`src/rtl/dmem_arbiter_if.sv`:
```
// Bus bundle between the processor cores / data memory and dmem_arbiter.
// master: the cores plus the memory model; slave: the arbiter.
interface dmem_arbiter_if #(
    parameter int unsigned NCORES = 4,
    parameter int unsigned AW     = 16,
    parameter int unsigned DW     = 16
);
    logic [NCORES-1:0]    REQRD;
    logic [NCORES-1:0]    REQWR;
    logic [AW*NCORES-1:0] ADDR;
    logic [DW*NCORES-1:0] WDATA;
    logic [DW-1:0]        DIN;
    logic [NCORES-1:0]    ACK;
    logic                 BUSY;
    logic [AW-1:0]        MADDR;
    logic [DW-1:0]        MWDATA;
    logic                 MRE;
    logic                 MWE;
    logic [DW-1:0]        MRDATA;

    modport master (
        output REQRD, REQWR, ADDR, WDATA, MRDATA,
        input  DIN, ACK, BUSY, MADDR, MWDATA, MRE, MWE
    );

    modport slave (
        input  REQRD, REQWR, ADDR, WDATA, MRDATA,
        output DIN, ACK, BUSY, MADDR, MWDATA, MRE, MWE
    );
endinterface

```
`src/rtl/dmem_arbiter.sv`:
```
// Shared data-memory arbiter: serialises per-core read/write requests onto a
// single-port synchronous memory with 1-cycle read latency, ACKs each core.
// Build option: define DMEM_ARB_FIXED_PRIO_EN for fixed priority (lowest index
// wins, pointer held at 0); default is round-robin.
module dmem_arbiter #(
    parameter int unsigned NCORES = 4,
    parameter int unsigned AW     = 16,
    parameter int unsigned DW     = 16
) (
    input  logic          clk,
    input  logic          rstn,
    dmem_arbiter_if.slave bus
);
    localparam int unsigned IW = (NCORES > 1) ? $clog2(NCORES) : 1;

    typedef enum logic [1:0] {
        IDLE   = 2'd0,
        ACCESS = 2'd1,
        RDWAIT = 2'd2,
        DONE   = 2'd3
    } state_t;

    state_t            state;
    logic [IW-1:0]     ptr;
    logic [IW-1:0]     idx;
    logic              mask;
    logic              op_wr;
    logic [NCORES-1:0] req;
    logic              found;
    logic [IW-1:0]     win;
    int unsigned       slot;

    assign req = bus.REQRD | bus.REQWR;

    // Winner search: first requesting slot from ptr upward with wrap-around,
    // skipping the slot just served while the mask flag is set.
    always_comb begin
        found = 1'b0;
        win   = '0;
        slot  = 0;
        for (int unsigned i = 0; i < NCORES; i++) begin
            slot = (32'(ptr) + i) % NCORES;
            if (!found && req[IW'(slot)] && !(mask && (IW'(slot) == idx))) begin
                found = 1'b1;
                win   = IW'(slot);
            end
        end
    end

    // Arbiter FSM with registered memory strobes, ACK, DIN and BUSY.
    always_ff @(posedge clk) begin
        if (!rstn) begin
            state      <= IDLE;
            ptr        <= '0;
            idx        <= '0;
            mask       <= 1'b0;
            op_wr      <= 1'b0;
            bus.DIN    <= '0;
            bus.ACK    <= '0;
            bus.BUSY   <= 1'b0;
            bus.MADDR  <= '0;
            bus.MWDATA <= '0;
            bus.MRE    <= 1'b0;
            bus.MWE    <= 1'b0;
        end else begin
            bus.ACK <= '0;
            case (state)
                IDLE: begin
                    mask <= 1'b0;
                    if (found) begin
                        // Address/data are latched straight into the memory
                        // port registers so they appear during ACCESS.
                        idx        <= win;
                        op_wr      <= bus.REQWR[win];
                        bus.MADDR  <= bus.ADDR[AW*win +: AW];
                        bus.MWDATA <= bus.WDATA[DW*win +: DW];
                        bus.MRE    <= ~bus.REQWR[win];
                        bus.MWE    <= bus.REQWR[win];
                        bus.BUSY   <= 1'b1;
                        state      <= ACCESS;
                    end
                end
                ACCESS: begin
                    bus.MADDR  <= '0;
                    bus.MWDATA <= '0;
                    bus.MRE    <= 1'b0;
                    bus.MWE    <= 1'b0;
                    if (op_wr) begin
                        bus.ACK[idx] <= 1'b1;
                        state        <= DONE;
                    end else begin
                        state <= RDWAIT;
                    end
                end
                RDWAIT: begin
                    bus.DIN      <= bus.MRDATA;
                    bus.ACK[idx] <= 1'b1;
                    state        <= DONE;
                end
                DONE: begin
`ifdef DMEM_ARB_FIXED_PRIO_EN
                    ptr <= '0;
`else
                    if (idx == IW'(NCORES - 1)) begin
                        ptr <= '0;
                    end else begin
                        ptr <= idx + 1'b1;
                    end
`endif
                    mask     <= 1'b1;
                    bus.BUSY <= 1'b0;
                    state    <= IDLE;
                end
                default: state <= IDLE;
            endcase
        end
    end
endmodule
```
`src/flat_wrapper.sv`:
```
// flat-port wrapper written by rule: the top's interface ports become plain ports
module dmem_arbiter_flat 
#(
    parameter int unsigned NCORES = 4,
    parameter int unsigned AW     = 16,
    parameter int unsigned DW     = 16
)
  (clk, rstn, bus_REQRD, bus_REQWR, bus_ADDR, bus_WDATA, bus_MRDATA, bus_DIN, bus_ACK, bus_BUSY, bus_MADDR, bus_MWDATA, bus_MRE, bus_MWE);
  dmem_arbiter_if #(.NCORES(NCORES), .AW(AW), .DW(DW)) bus_i ();
  input  logic clk;
  input  logic rstn;
  input wire logic [$bits(bus_i.REQRD)-1:0] bus_REQRD;
  input wire logic [$bits(bus_i.REQWR)-1:0] bus_REQWR;
  input wire logic [$bits(bus_i.ADDR)-1:0] bus_ADDR;
  input wire logic [$bits(bus_i.WDATA)-1:0] bus_WDATA;
  input wire logic [$bits(bus_i.MRDATA)-1:0] bus_MRDATA;
  output wire logic [$bits(bus_i.DIN)-1:0] bus_DIN;
  output wire logic [$bits(bus_i.ACK)-1:0] bus_ACK;
  output wire logic [$bits(bus_i.BUSY)-1:0] bus_BUSY;
  output wire logic [$bits(bus_i.MADDR)-1:0] bus_MADDR;
  output wire logic [$bits(bus_i.MWDATA)-1:0] bus_MWDATA;
  output wire logic [$bits(bus_i.MRE)-1:0] bus_MRE;
  output wire logic [$bits(bus_i.MWE)-1:0] bus_MWE;
  assign bus_i.REQRD = bus_REQRD;
  assign bus_i.REQWR = bus_REQWR;
  assign bus_i.ADDR = bus_ADDR;
  assign bus_i.WDATA = bus_WDATA;
  assign bus_i.MRDATA = bus_MRDATA;
  assign bus_DIN = bus_i.DIN;
  assign bus_ACK = bus_i.ACK;
  assign bus_BUSY = bus_i.BUSY;
  assign bus_MADDR = bus_i.MADDR;
  assign bus_MWDATA = bus_i.MWDATA;
  assign bus_MRE = bus_i.MRE;
  assign bus_MWE = bus_i.MWE;
  dmem_arbiter #(.NCORES(NCORES), .AW(AW), .DW(DW)) u_core (.clk(clk), .rstn(rstn), .bus(bus_i));
endmodule
```
`config.mk`:
```
export PLATFORM = sky130hd
export DESIGN_NAME = dmem_arbiter_flat
export DESIGN_NICKNAME = d
export VERILOG_FILES = /design/src/rtl/dmem_arbiter_if.sv /design/src/rtl/dmem_arbiter.sv /design/src/flat_wrapper.sv
export SDC_FILE = /design/constraint.sdc
export NUM_CORES = 1
export LEC_CHECK = 0
export CORE_MARGIN = 2
export CORE_UTILIZATION = 41
export DETAILED_ROUTE_END_ITERATION = 12
export MAX_ROUTING_LAYER = met4
export PLACE_DENSITY_LB_ADDON = 0.1
export SLEW_MARGIN = 20
export SYNTH_ARGS = -nofsm -noshare
export SYNTH_HDL_FRONTEND = slang
export SYNTH_SLANG_ARGS = --single-unit
```
`constraint.sdc`:
```
create_clock -name clk -period 6.2 [get_ports clk]
set_clock_uncertainty 0.1 [all_clocks]
set_input_delay 0.62 -clock clk [delete_from_list [all_inputs] [get_ports clk]]
set_output_delay 0.62 -clock clk [all_outputs]
set_load 0.1 [all_outputs]
```
* Word level (Yosys, flattened, before mapping)
Cells that the tools add are included.
Storage, ports and cells: register bits after elaboration 63, bits of input ports 154, output and inout port bits 55, word-level logic and storage cells 98
Cells by class: add/sub/neg operators 4, $lt $le $gt $ge 7, eq/ne operators 9, shift operators 2, muxes and demuxes 37, bitwise gates (word level) 2, reduce and logical (&&, ||, !) cells 25
Operators by type and width (count):
- variable part select 64 x 7 -> 16 bit | 2
- one-hot mux 16 bit (2 select lines) | 2
- two-way mux 16 bit | 2
- less-than comparator 2 x 3 -> 1 bit (second input constant) | 6
- two-way mux 1 bit | 14
- logical AND 1 bit | 12
- two-way mux 2 bit | 6
- binary-select mux 1 bit (select 2 bit) | 5
- equality test 2 bit | 4
- one-hot mux 1 bit (2 select lines) | 4
- one-hot mux 2 bit (4 select lines) | 1
- one-hot mux 4 bit (2 select lines) | 1
- zero test 1 bit | 7
- equality test 2 bit (second input constant) | 3
- AND reduction 2 bit | 3
- adder 2 x 1 -> 2 bit (second input constant) | 2
- adder 2 bit (second input constant) | 2
- two-way mux 4 bit | 1
- OR 4 bit | 1
- nonzero test 2 bit | 2
- demux 1 bit (select 2 bit) | 1
- equality test 2 x 1 -> 1 bit (second input constant) | 1
- >= comparator 2 x 1 -> 1 bit (second input constant) | 1
- zero test 2 bit | 1
- other kinds (2) | 2

* Depth between registers and ports, before layout
Gate-level depths: netlist of run 1.
word-level depth 22, gate-level depth with buffers 12

* Least setup slack after synthesis of run 1
No wires, ideal clock.
path type input to register, start point in bus_REQWR[1], end point reg u_core.bus.MADDR[0], data arrival time 2.731 ns, data required time 6.017 ns, path slack 3.286 ns, stages 9, path buffers 2, path through nor2_1 > mux4_2 > a32o_1 > a221oi_2 > a21oi_2 > or4b_1 > buf_2 > buf_6 > o221ai_1
Between the ends: word-level cells in the longest chain between the ends 20, elaborated cells on any way between the ends 32, those cells by class 1 x eq/ne; 1 x shift; 18 x mux; 1 x bitwise; 11 x reduce/logical
RTL lines:
- start: declaration | line flat_wrapper.sv:13 | input wire logic [$bits(bus_i.REQWR)-1:0] bus_REQWR;
- OR 4 bit (*) | line dmem_arbiter.sv:33 | assign req = bus.REQRD | bus.REQWR;
- binary-select mux 1 bit (select 2 bit) | line dmem_arbiter.sv:43 | if (!found && req[IW'(slot)] && !(mask && (IW'(slot) == idx))) begin
- two-way mux 1 bit (implied by the code) | line dmem_arbiter.sv:43
- logical AND 1 bit | line dmem_arbiter.sv:43
- two-way mux 1 bit | line dmem_arbiter.sv:43
- zero test 1 bit | line dmem_arbiter.sv:43
- logical AND 1 bit (2 in series) | line dmem_arbiter.sv:43
- two-way mux 1 bit | line dmem_arbiter.sv:43
- zero test 1 bit | line dmem_arbiter.sv:43
- logical AND 1 bit (2 in series) | line dmem_arbiter.sv:43
- two-way mux 1 bit | line dmem_arbiter.sv:43
- zero test 1 bit | line dmem_arbiter.sv:43
- logical AND 1 bit (2 in series) | line dmem_arbiter.sv:43
- two-way mux 2 bit | line dmem_arbiter.sv:43
- variable part select 64 x 7 -> 16 bit | line dmem_arbiter.sv:75 | bus.MADDR <= bus.ADDR[AW*win +: AW];
- two-way mux 16 bit | line dmem_arbiter.sv:70 | if (found) begin
- one-hot mux 16 bit (2 select lines) | line dmem_arbiter.sv:67 | case (state)
- end signal: assignment | line dmem_arbiter.sv:75
- end: declaration | line dmem_arbiter_if.sv:28 | output DIN, ACK, BUSY, MADDR, MWDATA, MRE, MWE
Mark *: on every way between the ends. The rest lies on a longest branch, timed or not. The select of a mux whose other input is x is not followed. A chain may end at the register's enable or synchronous reset.

* Worst setup path in the final report of run 1
start point in bus_REQWR[0], end point reg u_core.bus.MADDR[2]
Same word-level chain as after synthesis.

==> run_results.csv, run 1 <==
group,metric,value,unit
run_status,outcome,"completed",
critical_path,r2r-end,"u_core.bus.MADDR[2]",
synth,synth_top_area_share,35.0,%
die,initial_core_util,41.7,%
global_route,grt_pass1_vias,3451,
power,p_leak,0.00249,uW
timing,finalCritPeriodShare,63.8,%
synth,synth_ff_type,"dfxtp_1",
synth,netlist_top_cells_area,"dfxtp_1 35%, mux2i_1 25%, o221ai_1 8.3%, nand2_1 3.9%, nor2b_1 3.5%",
layout,drive_above_1_share,6.12,%
synth,syn_inst,360,
critical_path,startpoint_type,"input port",
place,numPortBuffers,208,
critical_path,r2r_start,"u_core.ptr[0]",
synth,syn_nets,523,
die,dieArea,0.00955,sq mm
critical_path,critical_path_required,6.28,ns
power,ir_worst_vdd,0.310,mV
critical_path,reg2reg_depth,8,
global_route,grt_usage,23.1,%
critical_path,reg2reg_setup_slack,2.26,ns
clock_tree,cts_buffers,9,
power,fin_total_pwr,2930,uW
hold_path,hold_path_depth,2,
timing,rsz0062_at_grt,"false",
synth,syn_area,0.00360,sq mm
clock_tree,clk_pin_slew,0.06,ns
timing,tightest_slew,1.03,ns
synth,synth_seq_area_share,35.0,%
hold_path,holdPathEnd,"u_core.bus.MWDATA[10]",
hold_path,hold_start,"u_core.bus.MWDATA[10]",
global_route,grt.overflow.total,0,
clock_tree,clock_path_buffers,2,
critical_path,crit_path_end_kind,"register",
power,power_density,500,mW/mm^2
global_route,grt_start_max_net_pins,53,
layout,syn_to_final_growth,62.8,%
timing,maxSlewHeadroom,31.4,%
drt,routedWlPerCell,16.6,um
layout,fillCellCount,696,
clock_tree,ctsResizeCount,0,
die,chipWidth,97.7,um
critical_path,worst-setup-path-type,"in2reg",
synth,synthArstFlopShare,0,%
hold_path,worstHoldPathType,"reg2reg",
layout,diodes,0,
drt,ant_nets,0,
clock_tree,postCtsHoldBufs,0,
timing,maxSlewViolCount,0,
critical_path,crit_path_max_fanout,52,
drt,drt_first_pass_iters,4,
synth,ys_seq_elements,63,
die,core,0.00864,sq mm
clock_tree,post_cts_buffers,0,
synth,yosys.area.top_type,"dfxtp_1",
drt,dr_total_vias,3526,
timing,fmax,0.253,GHz
clock_tree,cts_tree,"built",
synth,synth.avg_cell_area,10.0,sq um
global_route,antenna_found_initial,0,
clock_tree,cts_htree_levels,3,
drt,post-route-drc-count,0,
drt,viasPerCell,5.31,
synth,ys_warn_count,0,
layout,layout.nets,716,
timing,setup_tns,0,ns
flow_run,drv_cap,0,
clock_tree,root_buffer,"clkbuf_8",
synth,synthDistinctLibCells,47,
clock_tree,clk_latency,0.33,ns
drt,wl,11.0,mm
die,rows,34,
die,die_y,97.7,um
timing,finalCriticalPeriod,3.96,ns
critical_path,arrival,4.04,ns
timing,finalHoldViolCount,0,
place,routabilityCongestion,0.824,
drt,drt-initial-drc-count,117,
timing,setup_violations,0,
place,place_hpwl,8.44,mm
global_route,grt_pass1_wl,17.4,mm
synth,synth_edf_count,0,
clock_tree,clkSinkCount,63,
die,boundaryPins,209,
[state kept, by name (all words and copies together), names as in the netlist]
register / flops
u_core.bus.ACK: 4
u_core.bus.BUSY: 1
u_core.bus.DIN: 16
u_core.bus.MADDR: 16
u_core.bus.MRE: 1
u_core.bus.MWDATA: 16
u_core.bus.MWE: 1
u_core.idx: 2
u_core.mask: 1
u_core.op_wr: 1
u_core.ptr: 2
u_core.state: 2
[cells in the mapped netlist, drive strengths merged (2+ instances only)]
| master | count |
|---|---|
| a211oi | 2 |
| a21oi | 6 |
| a221oi | 2 |
| and2 | 4 |
| buf | 17 |
| clkbuf | 12 |
| dfxtp | 63 |
| ha | 9 |
| inv | 6 |
| mux2 | 2 |
| mux2i | 89 |
| mux4 | 4 |
| nand2 | 37 |
| nand3 | 3 |
| nand3b | 2 |
| nand4b | 2 |
| nor2 | 12 |
| nor2b | 20 |
| nor3 | 4 |
| o21ai | 4 |
| o21bai | 3 |
| o221ai | 35 |
| or2 | 2 |
| or4b | 3 |
| xnor2 | 2 |
[worst max-delay path, cell delays in order]
cell and delay (ns):
clkdlybuf4s50_1 0.60, o21ai_0 0.16, mux4_2 0.53, a2bb2oi_2 0.27
or4b_1 0.17, and3_4 0.75, buf_4 0.45, mux2i_1 0.28
o221ai_1 0.15
[power breakdown]
group	total [uW]	switching (uW)	internal [uW]	leakage [uW]
Combinational	1920	1360	562	0.00188
Clock	348	157	191	0.0000940
Sequential	661	105	556	0.000515
[per-layer routing]
metal  share of wire, %  wire length (um)  vias to the layer above  global-route usage (%)
li1                   -                 -                     1722                       -
met1                 41              4580                     1643                    28.0
met2                 48              5310                      147                    37.1
met3                9.2              1010                       14                    8.27
met4                1.3               143                        0                    5.45
met5                  0                 0                        -                       -
[through the flow]
step                hold slack (ns)  setup slack, ns  utilization (%)  instance area (sq um)  cells
floorplan                     0.388             3.29                -                   3600    360
global placement              0.343             1.96             65.7                   5670    650
detailed placement            0.347             1.93             65.7                   5670    650
CTS                           0.362             2.27             67.8                   5860    664
global route                  0.391             1.97             67.8                   5860    664
finish                        0.360             2.24             67.8                   5860    664
[how the worst max path moves through the flow]
| stage | startpoint | to | slack (ns) | cells past startpoint |
|---|---|---|---|---|
| after floorplan | bus_REQWR[1] | u_core.bus.MADDR[0] | 3.29 | 9 |
| after global placement | bus_REQWR[1] | u_core.bus.MADDR[2] | 1.96 | 9 |
| after detailed placement | bus_REQWR[2] | u_core.bus.MADDR[2] | 1.93 | 9 |
| after CTS | bus_REQWR[2] | u_core.bus.MADDR[2] | 2.27 | 9 |
| after global routing | u_core.ptr[0] | u_core.bus.MADDR[2] | 1.97 | 8 |
| final | bus_REQWR[0] | u_core.bus.MADDR[2] | 2.24 | 9 |
[cell type report]
cell class | count | area [sq um] | area share [%]
clock buffers | 10 | 138 | 2.35
clock inverters | 4 | 47.5 | 0.811
inverters | 6 | 22.5 | 0.384
multi-input cells | 262 | 2150 | 36.7
flip-flops and latches | 63 | 1260 | 21.5
well taps | 108 | 135 | 2.31
repair buffers | 211 | 2100 | 35.9
[placed cells by master (no fill, tap or decap), types with 2 or more instances in the layout]
cell type,synthesis,final
a211oi_1,2,2
a21oi_1,3,3
a21oi_2,3,3
and2_1,4,4
buf_4,1,3
clkbuf_8,0,10
clkdlybuf4s50_1,0,208
clkinv_2,0,2
dfxtp_1,63,63
ha_1,9,9
inv_1,6,6
mux2i_1,89,89
mux4_2,4,4
nand2_1,37,37
nand3_1,3,3
nand3b_1,2,2
nand4b_1,2,2
nor2_1,12,12
nor2b_1,20,20
nor3_1,4,4
o21ai_0,4,4
o21bai_1,3,3
o221ai_1,34,34
or2_2,2,2
or4b_2,1,2
xnor2_1,2,2
[cells by family (layout without fill, tap and decap cells)]
group           count (synthesis)  in the layout  synth area share [%]
mux                            95             95                  28.0
buf+inv                        35            231                  5.35
fa+ha+maj                       9              9                  3.13
xor+xnor                        2              2                 0.487
simple gates                   92             92                  12.9
flops                          63             63                  35.0
compound gates                 64             64                  15.1
Note: power is estimated with default switching activity, not from simulation.
==> inputs of run 2 (changes only) <==
CORE_UTILIZATION = 38   (was 41)
clock period = 3.97 ns   (was 6.2 ns; I/O delays follow)
==> run 2 against run 1 <==
Compared with the run above: combinational power increased by 58%; final cell count increased by 1.4%; first-iteration DRC count decreased by 16%; final area increased by 0.94%; global-route usage decreased by 1.8 points; critical path depth decreased by 1; total power increased by 56%; routed wire length increased by 2.9%; largest cell class is now non-clock buffers.
==> run_results.csv, run 2 (same netlist as run 1, synthesis figures left out) <==
group,metric,value,unit
global_route,antenna_found_initial,0,
die,initial_core_util,39.1,%
drt,drt-initial-drc-count,98,
timing,postLayoutSetupSlackWorst,0.570,ns
hold_path,hold_start,"u_core.bus.MADDR[3]",
critical_path,arrival,3.49,ns
drt,wl,11.4,mm
power,p_leak,0.00252,uW
critical_path,crit_family,"compound AO/OA/AOI/OAI gates",
drt,routedWlPerCell,16.9,um
global_route,grt.overflow.total,0,
layout,drive_above_1_share,6.76,%
place,numPortBuffers,208,
timing,finalCritPeriodShare,85.6,%
place,place_hpwl,8.67,mm
clock_tree,root_buffer,"clkbuf_8",
global_route,grt_start_max_net_pins,35,
timing,fmax,0.294,GHz
die,core,0.00920,sq mm
critical_path,max_stage_delay,0.73,ns
layout,diodes,0,
layout,layout_commonest_cell,"clkdlybuf4s50_1",
critical_path,reg2reg_depth,8,
clock_tree,cts_htree_levels,3,
timing,rsz0062_at_grt,"false",
layout,layout.nets,721,
die,boundaryPins,209,
clock_tree,ctsResizeCount,0,
critical_path,worst-setup-path-type,"reg2reg",
hold_path,hold_path_depth,2,
critical_path,r2r-end,"u_core.bus.MWDATA[0]",
layout,largestRegisters,"u_core.bus.DIN: 16 flops, u_core.bus.MADDR: 16 flops, u_core.bus.MWDATA: 16 flops",
timing,maxSlewViolCount,0,
timing,setup_tns,0,ns
global_route,grt_pass1_vias,3474,
drt,ant_nets,0,
layout,final_cell_mix,"208 x clkdlybuf4s50_1, 89 x mux2i_1, 63 x dfxtp_1",
global_route,met2_usage,34.7,%
timing,setup_violations,0,
power,ir_worst_vdd,0.444,mV
drt,post-route-drc-count,0,
critical_path,path_cells,"xnor2_1, a211oi_1, a2111oi_0, o311ai_0, and3_4, buf_12, mux2i_1, o221ai_1",
timing,maxSlewHeadroom,31.5,%
global_route,grt_usage,21.3,%
critical_path,crit_path_end_kind,"register",
place,pre_cts_ws,0.403,ns
flow_run,drv_cap,0,
die,dieArea,0.0103,sq mm
clock_tree,post_cts_buffers,0,
critical_path,critical_path_required,4.06,ns
die,die_y,101,um
global_route,met3_usage,6.97,%
clock_tree,postCtsHoldBufs,0,
clock_tree,cts_tree,"built",
drt,viasPerCell,5.25,
critical_path,crit_path_max_fanout,22,
critical_path,r2r_start,"u_core.ptr[0]",
die,chipWidth,101,um
layout,syn_to_final_growth,64.3,%
timing,finalCriticalPeriod,3.40,ns
die,rows,35,
global_route,grt_pass1_wl,16.8,mm
critical_path,critical_path.slowest_cell,"dfxtp_1",
hold_path,worstHoldPathType,"reg2reg",
global_route,grt_busiest_layer,"met2",
clock_tree,clkSinkCount,63,
drt,dr_total_vias,3533,
clock_tree,clk_pin_slew,0.07,ns
critical_path,reg2reg_setup_slack,0.57,ns
timing,finalHoldViolCount,0,
timing,tightest_slew,1.02,ns
drt,drt_first_pass_iters,5,
run_status,outcome,"completed",
power,power_density,773,mW/mm^2
critical_path,startpoint_type,"register",
critical_path,cp_num_buf_inv,1,
global_route,met1_usage,25.2,%
clock_tree,cts_buffers,9,
hold_path,holdPathEnd,"u_core.bus.MADDR[3]",
place,routabilityCongestion,0.836,
clock_tree,clk_latency,0.32,ns
clock_tree,clock_path_buffers,2,
==> run 2: changes by cell type in the layout (fill, tap and decap cells not counted), sizes merged <==
cell      before  now
clkbuf        10   12
bufinv         1    0
clkinvlp       1    0
buf            3    8
clkinv         2    3
==> run 2: worst min-delay path: cells and delay by family, from the launching register on <==
| kind | cells | cell delay [ns] |
|---|---|---|
| AND/OR/NAND/NOR | 1 | 0.05 |
| flip-flops | 1 | 0.32 |
| AO/OA/AOI/OAI | 1 | 0.06 |
==> run 2: metal layers <==
| metal | part of all wire (%) | vias up |
|---|---|---|
| li1 | - | 1730 |
| met1 | 42 | 1624 |
| met2 | 48 | 165 |
| met3 | 8.4 | 14 |
| met4 | 1.9 | 0 |
| met5 | 0 | - |
==> run 2: worst max-delay path by stage <==
stage,startpoint,to,slack [ns],cells past startpoint
final,u_core.ptr[0],u_core.bus.MWDATA[0],0.57,8
after global routing,u_core.ptr[0],u_core.bus.MADDR[9],0.34,8
after CTS,u_core.ptr[0],u_core.bus.MWDATA[0],0.55,8
after detailed placement,bus_REQWR[2],u_core.bus.MWDATA[0],0.40,9
after global placement,bus_REQWR[2],u_core.bus.MADDR[12],0.42,9
after floorplan,u_core.ptr[0],u_core.bus.MRE,1.24,11
==> run 2: per-stage QoR <==
step                util (%)  total power, uW  cells  hold WS, ns  instance area (sq um)
floorplan                  -             3340    360        0.388                   3600
global placement        62.4             4060    658        0.343                   5740
detailed placement      62.4             4080    658        0.346                   5740
CTS                     64.3             4600    673        0.366                   5910
global route            64.3             4770    673        0.387                   5910
finish                  64.3             4570    673        0.365                   5910
==> run 2: cell type report <==
cell class | count | area [sq um]
clock buffer | 12 | 155
sequential | 63 | 1260
timing repair buffer | 216 | 2170
fill | 766 | 3280
multi-input combinational | 262 | 2150
tap | 111 | 139
clock inverter | 3 | 18.8
inverter | 6 | 22.5
==> run 2: where the power goes <==
part	internal [uW]	switching [uW]
Sequential	868	164
Clock	257	243
Combinational	905	2130
Total	2030	2540
